==> config.mk <==
export PLATFORM = sky130hd
export DESIGN_NAME = sub1024_serial_flat
export DESIGN_NICKNAME = d
export VERILOG_FILES = /design/src/rtl/sub1024_serial_if.sv /design/src/rtl/sub1024_serial.sv /design/src/flat_wrapper.sv
export SDC_FILE = /design/constraint.sdc
export NUM_CORES = 1
export LEC_CHECK = 0
export CORE_MARGIN = 1
export CORE_UTILIZATION = 56
export DETAILED_ROUTE_END_ITERATION = 10
export HOLD_SLACK_MARGIN = 0.12
export PLACE_DENSITY = 0.95
export SYNTH_ARGS = -nofsm -noshare
export SYNTH_HDL_FRONTEND = slang
export SYNTH_SLANG_ARGS = --single-unit
==> constraint.sdc <==
create_clock -name iClk -period 4.85 [get_ports iClk]
set_input_delay 0.97 -clock iClk [delete_from_list [all_inputs] [get_ports iClk]]
set_output_delay 0.97 -clock iClk [all_outputs]
set_load 0.03 [all_outputs]
==> src/rtl/sub1024_serial_if.sv <==
// Word-serial subtractor bus: operand stream in, difference stream and status out.
// The master drives the operands; the slave (the subtractor) drives results.
interface sub1024_serial_if #(
  parameter int W = 32
);
  logic         iStart;
  logic         iValid;
  logic [W-1:0] iX;
  logic [W-1:0] iY;
  logic [W-1:0] oZ;
  logic         oValid;
  logic         oBusy;
  logic         oFinish;
  logic         oBorrow;
  logic         oZero;

  modport master (
    output iStart, iValid, iX, iY,
    input  oZ, oValid, oBusy, oFinish, oBorrow, oZero
  );

  modport slave (
    input  iStart, iValid, iX, iY,
    output oZ, oValid, oBusy, oFinish, oBorrow, oZero
  );
endinterface

==> src/rtl/sub1024_serial.sv <==
// Word-serial multi-precision subtractor Z = X - Y, LSW first.
// Borrow ripples between words; final borrow gives X<Y, zero-accumulator gives X==Y.
module sub1024_serial #(
  parameter int W  = 32,
  parameter int N  = 32,
  parameter int CW = 5
) (
  input  logic iClk,
  input  logic iRst_n,
  sub1024_serial_if.slave bus
);

  typedef enum logic [1:0] {
    S_IDLE,
    S_RUN,
    S_DONE
  } state_t;

  state_t          r_state;
  state_t          w_next;
  logic [CW-1:0]   r_cnt;
  logic            r_borrow;
  logic            r_zacc;
  logic [W-1:0]    r_z;
  logic            r_valid;
  logic            r_finish;
  logic            r_oborrow;
  logic            r_ozero;

  logic            w_start;
  logic            w_acc;
  logic            w_last;
  logic [W:0]      w_diff;
  logic            w_dzero;

  assign w_start = (r_state == S_IDLE) && bus.iStart;
  assign w_acc   = (r_state == S_RUN) && bus.iValid;
  assign w_last  = w_acc && (r_cnt == CW'(N - 1));
  assign w_diff  = {1'b0, bus.iX} - {1'b0, bus.iY}
                 - {{W{1'b0}}, r_borrow};
  assign w_dzero = (w_diff[W-1:0] == '0);

  always_ff @(posedge iClk or negedge iRst_n) begin
    if (!iRst_n) begin
      r_state <= S_IDLE;
    end else begin
      r_state <= w_next;
    end
  end

  always_comb begin
    w_next = r_state;
    case (r_state)
      S_IDLE:  if (bus.iStart) w_next = S_RUN;
      S_RUN:   if (w_last) w_next = S_DONE;
      S_DONE:  w_next = S_IDLE;
      default: w_next = S_IDLE;
    endcase
  end

  always_ff @(posedge iClk or negedge iRst_n) begin
    if (!iRst_n) begin
      r_cnt     <= '0;
      r_borrow  <= 1'b0;
      r_zacc    <= 1'b0;
      r_z       <= '0;
      r_valid   <= 1'b0;
      r_finish  <= 1'b0;
      r_oborrow <= 1'b0;
      r_ozero   <= 1'b0;
    end else begin
      r_valid  <= w_acc;
      r_finish <= w_last;
      if (w_start) begin
        r_cnt     <= '0;
        r_borrow  <= 1'b0;
        r_zacc    <= 1'b1;
        r_oborrow <= 1'b0;
        r_ozero   <= 1'b0;
      end
      if (w_acc) begin
        r_z      <= w_diff[W-1:0];
        r_borrow <= w_diff[W];
        r_zacc   <= r_zacc & w_dzero;
        r_cnt    <= r_cnt + CW'(1);
      end
      // Status lands together with the last word so it is valid during DONE
      if (w_last) begin
        r_oborrow <= w_diff[W];
        r_ozero   <= r_zacc & w_dzero;
      end
    end
  end

  assign bus.oZ      = r_z;
  assign bus.oValid  = r_valid;
  assign bus.oBusy   = (r_state != S_IDLE);
  assign bus.oFinish = r_finish;
  assign bus.oBorrow = r_oborrow;
  assign bus.oZero   = r_ozero;

endmodule

==> src/flat_wrapper.sv <==
// flat-port wrapper written by rule: the top's interface ports become plain ports
module sub1024_serial_flat 
#(
  parameter int W  = 32,
  parameter int N  = 32,
  parameter int CW = 5
)
  (iClk, iRst_n, bus_iStart, bus_iValid, bus_iX, bus_iY, bus_oZ, bus_oValid, bus_oBusy, bus_oFinish, bus_oBorrow, bus_oZero);
  sub1024_serial_if #(.W(W)) bus_i ();
  input  logic iClk;
  input  logic iRst_n;
  input wire logic [$bits(bus_i.iStart)-1:0] bus_iStart;
  input wire logic [$bits(bus_i.iValid)-1:0] bus_iValid;
  input wire logic [$bits(bus_i.iX)-1:0] bus_iX;
  input wire logic [$bits(bus_i.iY)-1:0] bus_iY;
  output wire logic [$bits(bus_i.oZ)-1:0] bus_oZ;
  output wire logic [$bits(bus_i.oValid)-1:0] bus_oValid;
  output wire logic [$bits(bus_i.oBusy)-1:0] bus_oBusy;
  output wire logic [$bits(bus_i.oFinish)-1:0] bus_oFinish;
  output wire logic [$bits(bus_i.oBorrow)-1:0] bus_oBorrow;
  output wire logic [$bits(bus_i.oZero)-1:0] bus_oZero;
  assign bus_i.iStart = bus_iStart;
  assign bus_i.iValid = bus_iValid;
  assign bus_i.iX = bus_iX;
  assign bus_i.iY = bus_iY;
  assign bus_oZ = bus_i.oZ;
  assign bus_oValid = bus_i.oValid;
  assign bus_oBusy = bus_i.oBusy;
  assign bus_oFinish = bus_i.oFinish;
  assign bus_oBorrow = bus_i.oBorrow;
  assign bus_oZero = bus_i.oZero;
  sub1024_serial #(.W(W), .N(N), .CW(CW)) u_core (.iClk(iClk), .iRst_n(iRst_n), .bus(bus_i));
endmodule
==> metrics.yaml <==
grt_use_total_pct: 32.4
ys_seq_elements: 45
cts_hold_buf: 0
synth-seq-area-share_pct: 24.3
overflow: 0
finClkSkew_ns: 0.00893
clockBufferDepth: 2
period_share_pct: 94.2
synth.distinct_cells: 72
worstSetupPathType: "primary input to register"
port_buffers: 104
vias_per_cell: 5.97
diodes: 0
drc: 0
path_max_fanout: 9
async_flop_share_pct: 100
slew_headroom_pct: 33.2
leakage_nw: 2.80
nets: 837
power.total_mw: 1.98
grt_max_degree: 62
rsz0062_at_grt: "false"
postCtsSetupBuffers: 0
internal_power_mw: 1.06
fmaxAchievable_mhz: 219
syn_area_um2: 4630
die_x_um: 92.9
status: "complete, no violations"
synth_compound_area_share_pct: 21.8
synth-main-ff-cell: "dfrtp_1"
fillers: 588
power_density_nw_per_um2: 338
rows: 32
drv_slew: 0
clkSinkCount: 45
num_vias: 4810
critPathRequiredTime_ns: 5.00
h-tree-depth: 2
syn_nets: 736
synthMuxAreaShare_pct: 0.918
start_util_pct: 59.0
first_pass_iters: 6
end_kind: "register"
grt_pass1_vias: 4605
placedInstanceArea_um2: 5770
comb_power_share_pct: 60.0
clockPowerShare_pct: 12.0
die_area_um2: 8640
fin_area_um2: 5860
synth-xor-area-share_pct: 4.35
clkLatencyLatePin_ns: 0.30
finalCriticalPeriod_ns: 4.57
fp.coreArea_um2: 7850
cp_data_arrival_time_ns: 4.72
cp-start-kind: "primary input"
ir_drop_mv: 0.159
synth_top_family_by_area: "compound AO/OA/AOI/OAI gates"
cts-root-buf: "clkbuf_8"
setup-violations-final: 0
grt_first_pass_wirelength_mm: 22.0
hold_violations: 0
die_y_um: 92.9
routabilityCongestion: 0.949
drive_above_1_share_pct: 5.68
switchingPower_mw: 0.930
drt_iter0_drc: 346
synth_edf_count: 0
multi_input_area_um2: 3010
cts_tree: "done"
yosys_warnings: 0
syn_avg_cell_area_um2: 7.69
syn_inst: 602
synth-adder-area-share_pct: 18.2
clk_pin_slew_worst_paths_ns: 0.08
cts-buffers-inserted: 5
hold_path.class: "register to register"
synthSimpleGateAreaFrac_pct: 19.8
cts.repair.resized: 0
antenna_found_initial: 0
tightestPinTransition_ns: 1.00
area_growth_pct: 26.6
postRouteWirelength_mm: 13.7
hpwl_mm: 11.5
cap_violations: 0
seq_area_um2: 1130
seq_power_share_pct: 28.0
detail_route.wl_per_cell_um: 16.9
p_sw_share_pct: 46.8
antenna_left: 0
ios: 105
-- kinds of logic after synthesis --
group / count (synthesis)
and+or+nand+nor: 182
adders and majority gates: 66
buffers and inverters: 126
DFF: 45
AOI/OAI and AO/OA: 156
muxes: 4
xor gates and xnor gates: 23
-- area by class of cell --
type | instances | area share (%)
sequential | 45 | 19.2
inverter | 106 | 6.78
tap | 102 | 2.18
timing repair buffer | 114 | 18.9
clock inverter | 3 | 0.363
multi-input combinational | 431 | 51.4
clock buffer | 5 | 1.17
-- flip-flops by register name, summed over array words and instances, names as in the netlist --
name and count:
u_core.r_state 2, u_core.bus.oValid 1, u_core.r_borrow 1, u_core.bus.oZ 32
u_core.r_cnt 5, u_core.bus.oFinish 1, u_core.bus.oBorrow 1, u_core.r_zacc 1
u_core.bus.oZero 1
-- layout by cell type (no fill, tap or decap), drive strengths merged, types with 4 or more instances in the layout --
cell type      netlist  layout
a21o                13      13
a21oi               36      36
and2                 8       8
and3                 6       6
buf                  4      11
clkbuf              16       5
clkdlybuf4s50        0     103
dfrtp               45      45
ha                  64      64
inv                106     107
nand2               80      80
nand3               15      15
nand4               12      12
nor2                20      20
nor3                11      11
nor4                 8       8
o2111ai              4       4
o211ai               5       5
o21a                 4       4
o21ai               52      52
o311ai               4       4
o31ai                6       6
or3                  4       4
xnor2               14      14
xor2                 9       9
-- worst paths after layout --
check                                        from  depth (start not counted)  slack, ns                 end
worst max-delay path                   bus_iX[17]                         14       0.28  u_core.bus.oBorrow
worst min-delay path            u_core.bus.oZ[23]                          2       0.49   u_core.bus.oZ[23]
worst max register to register    u_core.r_borrow                         12       1.19    u_core.bus.oZero
worst min register to register  u_core.bus.oZ[23]                          2       0.49   u_core.bus.oZ[23]
max in group asynchronous                  iRst_n                          1       3.40  u_core.bus.oBorrow
min in group asynchronous                  iRst_n                          1       0.83    u_core.bus.oZ[7]
-- layer usage --
metal,up-vias,track usage (%),share of wire [%]
met5,-,0,0
met4,0,12.6,3.2
met3,46,4.60,6.1
met2,237,57.2,50
met1,2232,39.6,41
li1,2295,-,-
-- stage by stage --
step           worst slack (ns)  hold slack (ns)  setup TNS (ns)  instances  utilization, %
2_1_floorplan             0.968            0.450               0        602               -
6_report                  0.281            0.492               0        806            74.7
4_1_cts                   0.289            0.490               0        806            74.7
3_3_place_gp             0.0279            0.459               0        798            73.6
3_5_place_dp            -0.0167            0.471         -0.0167        798            73.6
5_1_grt                  0.0309            0.529               0        806            74.7
-- cells in the mapped netlist (9+ instances only) --
library cell  number  share of area [%]
a21o_1            12                1.9
dfrtp_1           45                 24
a21oi_1           36                3.9
xnor2_1           14                2.6
nand4_1           11                1.5
nand2_1           79                6.4
clkbuf_1          14                1.1
nand3_1           14                1.5
ha_1              64                 17
xor2_1             9                1.7
o21ai_0           51                5.5
nor3_1            11                1.2
nor2_1            20                1.6
inv_1            106                8.6
-- critical path: stages --
cell and delay [ns]:
clkdlybuf4s50_1 0.45, inv_1 0.04, ha_1 0.26, inv_1 0.04, ha_1 0.51, nand4_4 0.17
or4_4 0.56, or4_4 0.57, nand3_2 0.14, a41oi_1 0.13, o21ai_0 0.26, a21oi_1 0.12
xnor2_1 0.33, o21ai_0 0.18
-- power by group through the flow --
stage          clock (mW)  sequential [mW]  combinational [mW]
3_5_place_dp            0            0.560                1.17
4_1_cts             0.237            0.553                1.18
5_1_grt             0.251            0.563                1.28
2_1_floorplan           0            0.697               0.581
3_3_place_gp            0            0.548                1.13
6_report            0.238            0.557                1.19
No activity file was read; power rests on OpenSTA's default activity.
